### config.mk
export PLATFORM = sky130hd
export DESIGN_NAME = multi_sum_nv
export DESIGN_NICKNAME = d
export VERILOG_FILES = /design/src/rtl/multi_sum_nv.sv
export SDC_FILE = /design/constraint.sdc
export NUM_CORES = 1
export LEC_CHECK = 0
export ABC_AREA = 1
export BUFFER_PORTS_ARGS = -buffer_cell sky130_fd_sc_hd__buf_2
export CAP_MARGIN = 10
export CORE_UTILIZATION = 39
export CTS_CLUSTER_SIZE = 16
export DETAILED_ROUTE_END_ITERATION = 6
export PLACE_DENSITY = 0.55
export SLEW_MARGIN = 20
export SYNTH_ARGS = -nofsm -noshare
export SYNTH_HDL_FRONTEND = slang
export SYNTH_SLANG_ARGS = --single-unit
### constraint.sdc
create_clock -name clk -period 3.4 [get_ports clk]
set_input_delay 0.17 -clock clk [delete_from_list [all_inputs] [get_ports clk]]
set_output_delay 0.17 -clock clk [all_outputs]
set_load 0.005 [all_outputs]
### src/rtl/multi_sum_nv.sv
// multi_sum_nv - pipelined signed adder tree for any channel count.
//
// Purpose:
//   Sums N_args signed channels through a registered pairwise adder tree.
//   The design applies a per-channel enable mask, an arithmetic right shift
//   with round-half-up, and then reduces the result to out_width bits. Each
//   sample carries its own mask and shift through the pipeline. Latency from
//   the we edge to valid is LVL+2 cycles, and one sample is accepted per cycle.
//
// Ports:
//   clk       clock
//   resetn    asynchronous active-low reset
//   we        input sample strobe
//   args_in   N_args signed channels, channel k at [(k+1)*in_width-1 : k*in_width]
//   mask      channel enables, 1 = channel k included
//   shift     right-shift amount, clamped to FULL-1
//   sum_out   signed result, held between valid pulses
//   valid     one-cycle pulse per accepted sample
//   overflow  result was clipped (saturating build only)
//
// Build option:
//   MULTI_SUM_SAT_EN  defined: results out of range clip to the bound and raise
//                     overflow. Undefined: results wrap and overflow is 0.

module multi_sum_nv #(
    parameter int unsigned N_args    = 5,
    parameter int unsigned in_width  = 12,
    parameter int unsigned out_width = 14,
    parameter int unsigned sh_width  = 4
) (
    input  logic                         clk,
    input  logic                         resetn,
    input  logic                         we,
    input  logic [N_args*in_width-1:0]   args_in,
    input  logic [N_args-1:0]            mask,
    input  logic [sh_width-1:0]          shift,
    output logic [out_width-1:0]         sum_out,
    output logic                         valid,
    output logic                         overflow
);

    localparam int unsigned LVL  = (N_args <= 1) ? 0 : $clog2(N_args);
    localparam int unsigned FULL = in_width + LVL;

    // Number of tree nodes at level l. An odd node count rounds up because
    // the leftover node passes through unchanged.
    function automatic int unsigned cnt_at(int unsigned l);
        int unsigned c;
        c = N_args;
        for (int unsigned i = 0; i < l; i++) c = (c + 1) / 2;
        return c;
    endfunction

    // vld[l] is set when tree level l holds a freshly loaded sample.
    logic [LVL:0] vld;
    logic         vld_rnd;

    // ------------------------------------------------------------------
    // Tree levels. Level 0 is the masked input capture. Each level stores
    // its nodes packed, is one bit wider than the level before it, and
    // carries the shift value of the sample it holds.
    // ------------------------------------------------------------------
    for (genvar l = 0; l <= LVL; l++) begin : g_lvl
        localparam int unsigned CNT = cnt_at(l);
        localparam int unsigned W   = in_width + l;

        logic [CNT*W-1:0]    node;
        logic [CNT*W-1:0]    node_nxt;
        logic [sh_width-1:0] sh;

        if (l == 0) begin : g_cap
            for (genvar k = 0; k < N_args; k++) begin : g_ch
                assign node_nxt[k*in_width +: in_width] =
                    mask[k] ? args_in[k*in_width +: in_width] : '0;
            end

            always_ff @(posedge clk or negedge resetn) begin
                if (!resetn) begin
                    node <= '0;
                    sh   <= '0;
                end else if (we) begin
                    node <= node_nxt;
                    sh   <= shift;
                end
            end
        end else begin : g_add
            localparam int unsigned PCNT = cnt_at(l - 1);
            localparam int unsigned PW   = W - 1;

            logic [PCNT*PW-1:0] prev;
            assign prev = g_lvl[l-1].node;

            for (genvar i = 0; i < CNT; i++) begin : g_node
                if (2*i + 1 < PCNT) begin : g_pair
                    assign node_nxt[i*W +: W] =
                        {prev[(2*i+1)*PW-1], prev[2*i*PW +: PW]} +
                        {prev[(2*i+2)*PW-1], prev[(2*i+1)*PW +: PW]};
                end else begin : g_pass
                    assign node_nxt[i*W +: W] =
                        {prev[(2*i+1)*PW-1], prev[2*i*PW +: PW]};
                end
            end

            always_ff @(posedge clk or negedge resetn) begin
                if (!resetn) begin
                    node <= '0;
                    sh   <= '0;
                end else if (vld[l-1]) begin
                    node <= node_nxt;
                    sh   <= g_lvl[l-1].sh;
                end
            end
        end
    end

    // The valid chain advances every cycle. The data registers load only
    // when their incoming valid bit is set.
    always_ff @(posedge clk or negedge resetn) begin
        if (!resetn) begin
            vld     <= '0;
            vld_rnd <= 1'b0;
        end else begin
            vld[0] <= we;
            for (int unsigned l = 1; l <= LVL; l++) vld[l] <= vld[l-1];
            vld_rnd <= vld[LVL];
        end
    end

    // ------------------------------------------------------------------
    // Rounding stage: (sum + 2^(sh-1)) >>> sh, with sh clamped to FULL-1.
    // The sum is extended by one bit so the rounding bias cannot overflow.
    // The rounding stage and the width reduction are registered separately,
    // which gives the LVL+2 latency.
    // ------------------------------------------------------------------
    logic [FULL-1:0]        sum_full;
    logic [sh_width-1:0]    sh_last;
    int unsigned            sh_eff;
    logic signed [FULL:0]   ext;
    logic signed [FULL:0]   bias;
    logic signed [FULL:0]   biased;
    logic signed [FULL:0]   shifted;
    logic [FULL-1:0]        rnd;

    assign sum_full = g_lvl[LVL].node;
    assign sh_last  = g_lvl[LVL].sh;

    always_comb begin
        sh_eff  = 32'(sh_last);
        if (sh_eff > FULL - 1) sh_eff = FULL - 1;
        ext     = {sum_full[FULL-1], sum_full};
        bias    = '0;
        biased  = ext;
        shifted = ext;
        if (sh_eff != 0) begin
            bias[sh_eff-1] = 1'b1;
            biased         = ext + bias;
            shifted        = biased >>> sh_eff;
        end
    end

    always_ff @(posedge clk or negedge resetn) begin
        if (!resetn) begin
            rnd <= '0;
        end else if (vld[LVL]) begin
            rnd <= shifted[FULL-1:0];
        end
    end

    // ------------------------------------------------------------------
    // Output stage: reduce to out_width bits.
    // ------------------------------------------------------------------
    logic [out_width-1:0] out_nxt;
    logic                 unused_bits;

`ifdef MULTI_SUM_SAT_EN
    logic in_range;

    // The value fits when every bit above the out_width sign bit matches
    // that sign bit.
    always_comb begin
        in_range = (rnd[FULL-1:out_width-1] == {(FULL-out_width+1){rnd[FULL-1]}});
        if (in_range)
            out_nxt = rnd[out_width-1:0];
        else if (rnd[FULL-1])
            out_nxt = {1'b1, {(out_width-1){1'b0}}};
        else
            out_nxt = {1'b0, {(out_width-1){1'b1}}};
    end

    always_ff @(posedge clk or negedge resetn) begin
        if (!resetn) overflow <= 1'b0;
        else         overflow <= vld_rnd & ~in_range;
    end

    assign unused_bits = shifted[FULL];
`else
    assign out_nxt  = rnd[out_width-1:0];
    assign overflow = 1'b0;

    if (out_width < FULL) begin : g_wrap_hi
        assign unused_bits = ^{shifted[FULL], rnd[FULL-1:out_width]};
    end else begin : g_wrap_full
        assign unused_bits = shifted[FULL];
    end
`endif

    always_ff @(posedge clk or negedge resetn) begin
        if (!resetn) begin
            sum_out <= '0;
            valid   <= 1'b0;
        end else begin
            valid <= vld_rnd;
            if (vld_rnd) sum_out <= out_nxt;
        end
    end

endmodule

* Yosys cells after proc, flatten, opt, wreduce, memory -nomap -nowiden
Index checks and enable logic that the tools add are counted. Widths: inputs -> output; s select.
Storage, ports and cells: register bits 189, output and inout port bits 16, input port bits 72, word-level logic and storage cells 34
Operators by class: shift operators 1, muxes and demuxes 9, order comparisons 3, reduce and logical (&&, ||, !) cells 2, $add $sub $neg 6
Operators by type and width (number):
- $mux 12 | 5
- $ge 32x1->1 const B | 1
- $lt 32x5->1 const B | 1
- $reduce_bool 32->1 | 1
- $sub 32x1->32 const B | 1
- $add 12x12->13 | 2
- $add 15x16->16 | 1
- $sshr 16x4->14 | 1
- $add 14x12->15 | 1
- $add 13x13->14 | 1
- $mux 14 | 1
- $demux 1 s4 | 1
- $gt 4x4->1 const B | 1
- $mux 4 | 1
- $logic_and 1x1->1 | 1
- $mux 1 | 1

* Depth between registers and ports, before layout
depth after elaboration 10, mapped depth 24, depth with buffers taken out 23

* Worst setup path before layout
OpenSTA, ideal clock, no wires.
kind flip-flop to flip-flop, start reg g_lvl[3].sh[1], end reg rnd[12], data arrival time 2.612 ns, library setup time 0.116 ns, setup slack 0.672 ns, clock period less this slack 2.728 ns, data required time 3.284 ns, cell stages (with the launch flop) 24, path buffers 2, cells stage by stage dfrtp_1 > buf_2 > clkbuf_1 > nor2_1 > inv_1 > nor3_1 > ha_1 > fa_1 > nand2_1 > nand2_1 > nand3_1 > nand2_1 > nand2_1 > nand2_1 > nand2_1 > nand3_1 > nand3_1 > nand2_1 > nand2_1 > nand2_1 > nand2_1 > nand2_1 > nand2_1 > nand2_1
On the way: cells in the longest elaborated chain, start to end 10, elaborated cells between the ends (all ways) 12, classes of those cells add/sub: 2; order compare: 3; shift: 1; mux: 4; reduce/logical: 2
Ends and longest elaborated chain:
- start: declaration | RTL line 69 | logic [sh_width-1:0] sh;
- start signal: assignment | RTL line 110 | sh <= g_lvl[l-1].sh;
- $gt 4x4->1 | RTL line 149 | if (sh_eff > FULL - 1) sh_eff = FULL - 1;
- $mux 4 (*) | RTL line 149
- $sub 32x1->32 | RTL line 155 | bias[sh_eff-1] = 1'b1;
- $ge 32x1->1 (not written as such) / $lt 32x5->1 (equally long branches) | RTL line 155
- $logic_and 1x1->1 (not written as such) | RTL line 155
- $mux 1 (not written as such) | RTL line 155
- $demux 1 s4 | RTL line 155
- $add 15x16->16 | RTL line 156 | biased = ext + bias;
- $sshr 16x4->14 | RTL line 157 | shifted = biased >>> sh_eff;
- $mux 14 (*) | RTL line 154 | if (sh_eff != 0) begin
- end signal: assignment | RTL line 165 | rnd <= shifted[FULL-1:0];
- end: declaration | RTL line 142 | logic [FULL-1:0] rnd;
Every way passes the cells marked *; elsewhere a longest branch is shown, timed or not. A chain may end at the register's enable or synchronous reset.

* Final worst setup path
start reg g_lvl[3].sh[3], end reg rnd[12]
The elaborated chain is that of the path after synthesis.

==> summary.txt <==
status - complete, no violations
final hold violation count - 0
Most common cell on crit path - nand2_1
Boundary Pins - 88
Maximum Capacitance Violations - 0
Routed Antenna Nets - 0
port bufs - 86
Tmin final - 3.00 ns
Max clock buf depth - 2
via count - 9511
Sink Count - 189
worst-skew pair later-pin latency - 0.43 ns
HPWL Detailed - 20300 um
wire length per cell - 13.9 um
Core ar. - 27900 um2
CP required - 3.72 ns
H-tree levels - 4
die width - 171 um
Yosys warnings - 0
Seq/Total Area, Yosys - 42.7%
GRT Overall Usage - 19.5%
Critical Path Start Type - flip-flop
drt first-iter violations - 589
# nets final - 1708
Tcrit/Tclk final - 88.3%
top sig layer - met4
Leak - 6.65 nW
Root Driver - clkbuf_16
final WL - 27100 um
routed wl met3 - 684 um
pwr/cell area - 600 nW/um2
Critical-path top delay cell - dfrtp_1
Worst Path Buf+Inv - 3
met2 wire len - 13800 um
Synth Register Bits - 189
post-synth top area cell - dfrtp_1
Post-synth top cells - nand2_1, inv_1, dfrtp_1
setup_tns - 0 ns
Clock Skew - 0.0181 ns
syn avg cell area - 7.70 um2
first-pass GRT wire length - 45100 um
initial core utilization - 39.8%
top-count cell post-synth - nand2_1
CP Max Fanout - 15
Synth Instances - 1439
Final setup viols - 0
FF/Latch Area - 4730 um2
Row Count - 61
Placer Congestion - 0.957
die height - 171 um
pre-CTS setup slack - 0.357 ns
asr flop ratio synth - 100%
area share of the largest cell type after synthesis - 42.7%
Cell Area, Synth - 11100 um2
main combinational cell family by area after synthesis - simple AND/OR/NAND/NOR gates
Pre-Repair DR Iteration Count - 6
CTS tree - built
clock buffers created by TritonCTS - 17
DRC viols - 0
n_diodes - 0
Die Footprint - 29100 um2
Fillers - 2789
initial antenna violation count - 0
Post-Synth Adder-Cell Area - 8.36%
Area Growth Syn to Fin - 18.0%
Area contributors post-synth - dfrtp_1, nand2_1, nand3_1, ha_1, o21ai_0
Worst R2R Start - g_lvl[3].sh[3]
Synth cell types - 40
Most used DFF post-synth - dfrtp_1
post-synthesis compound-gate area fraction - 12.2%
Setup WS post-layout - 0.397 ns
Setup crit end kind - flip-flop
Worst Path Class, Setup - flip-flop to flip-flop
max incr delay on CP - 0.46 ns
max-slew violations - 0
area occupied by multi-input gates - 5380 um2
CTS clock-pin slew for the worst setup and hold paths - 0.07 ns
RSZ-0062 raised after global routing - false
minimum hold slack - 0.0143 ns
Crit. Startpoint - g_lvl[3].sh[3]
post-synthesis mux area share - 1.73%
grt total ovfl - 0
Slew @ Worst Pin - 1.05 ns
Synth Area in XOR/XNOR - 2.06%
peak supply drop - 0.346 mV
EDFF count, synth - 0
worst hold path class - input port to flip-flop
post-DR vias/cell - 4.86
fmax - 333 MHz
pin count of the biggest net entering global routing - 127
delay-heaviest family, CP - simple AND/OR/NAND/NOR gates
Worst Path Arrival - 3.33 ns
Max-slew headroom - 30.3%
met1 wire length - 11900 um
post-synthesis simple-gate area fraction - 24.2%
number of global-route vias before repair - 9362
CP Cell Sequence - inv_1 -> nor3_1 -> nand3_1 -> inv_1 -> ha_1 -> nand2_1 -> inv_1 -> nand2_1 -> nand2_1 -> a21oi_1 -> nand2_1 -> nand2_1 -> nand3_1 -> nand3_1 -> nand2_1 -> nand2_1 -> nand2_1 -> nand2_1 -> nand2_1 -> nand2_1 -> nand2_1
layout cell share with drive strength beyond 1 - 10.8%
Final Util - 46.9%
hold path start - args_in[53]
-- tightest hold or removal path: cells and delay by family --
family | cells | cell delay (ns)
simple gates | 1 | 0.07
compound gates | 1 | 0.08
buf+inv | 1 | 0.08
-- per-stage QoR --
step	area, um2	power [W]	std cells
final	13100	0.00784	1956
after global routing	13100	0.00845	1956
after CTS	13100	0.00793	1956
after detailed placement	11900	0.00586	1864
after global placement	11900	0.00583	1864
after floorplan	11100	0.00499	1440
-- worst paths after layout --
path	end	cells after the start	slack (ns)
max reg2reg	rnd[12]	21	0.40
min	g_lvl[0].node[53]	3	0.01
min in group asynchronous	g_lvl[3].node[14]	2	0.39
min reg2reg	g_lvl[2].sh[3]	2	0.48
max in group asynchronous	rnd[10]	3	2.24
max	rnd[12]	21	0.40
-- layout make-up --
| cell class | count | share of cell area, % |
|---|---|---|
| clock buffer | 19 | 3.39 |
| tap | 378 | 3.62 |
| sequential | 189 | 36.2 |
| inverter | 197 | 5.68 |
| multi-input combinational | 1000 | 41.2 |
| timing repair buffer | 160 | 8.88 |
| clock inverter | 13 | 1.06 |
-- cell families (layout without fill, tap and decap cells) --
group / count (synthesis) / in the layout
buf+inv: 251 / 389
xor+xnor: 26 / 26
flops: 189 / 189
compound gates: 254 / 254
simple gates: 630 / 630
other cells: 1 / 2
mux: 17 / 17
fa+ha+maj: 71 / 71
-- registers in the layout, summed over array words and instances, names as in the netlist --
register	flops
vld	4
g_lvl.node	139
sum_out	14
vld_rnd	1
rnd	14
g_lvl.sh	16
valid	1
-- cell usage in the layout (no fill, tap or decap), types with 3 or more instances in the layout --
cell type	n
and2_1	3
dfrtp_1	189
nand3_2	4
nor2_1	67
xor2_1	15
a21oi_2	3
nor2_2	3
dlygate4sd3_1	60
o22ai_1	3
clkbuf_16	17
ha_1	66
inv_8	4
nand3_1	166
inv_1	191
o31ai_1	4
nand2_1	357
mux2_2	17
a21oi_1	59
o21ai_1	4
o211ai_1	3
a31oi_1	12
buf_4	14
xnor2_1	11
o21ai_0	157
fa_1	5
buf_2	84
inv_2	4
or2_2	6
a21o_1	4
nor3_1	8
nand4_1	14
inv_6	6
-- repair_timing --
item	4_1_cts	5_1_grt
hold buffers	60	0
gates resized for setup	0	1
endpoints found under the setup margin	0	1
hold endpoints to repair	149	0
buffers inserted	0	0
-- per-layer routing --
| layer | global-route usage, % | vias to the layer above |
|---|---|---|
| li1 | - | 4956 |
| met1 | 23.5 | 4317 |
| met2 | 35.8 | 193 |
| met3 | 2.11 | 45 |
| met4 | 6.97 | 0 |
| met5 | 0 | - |
-- power by group --
part	total [W]	internal [W]	leakage, nW	switching (W)
clock network	0.00197	0.00101	0.287	0.000965
logic	0.00276	0.00108	3.99	0.00168
registers	0.00311	0.00272	2.37	0.000391
total	0.00784	0.00481	6.65	0.00303
Power figures use the tool's default switching activity.
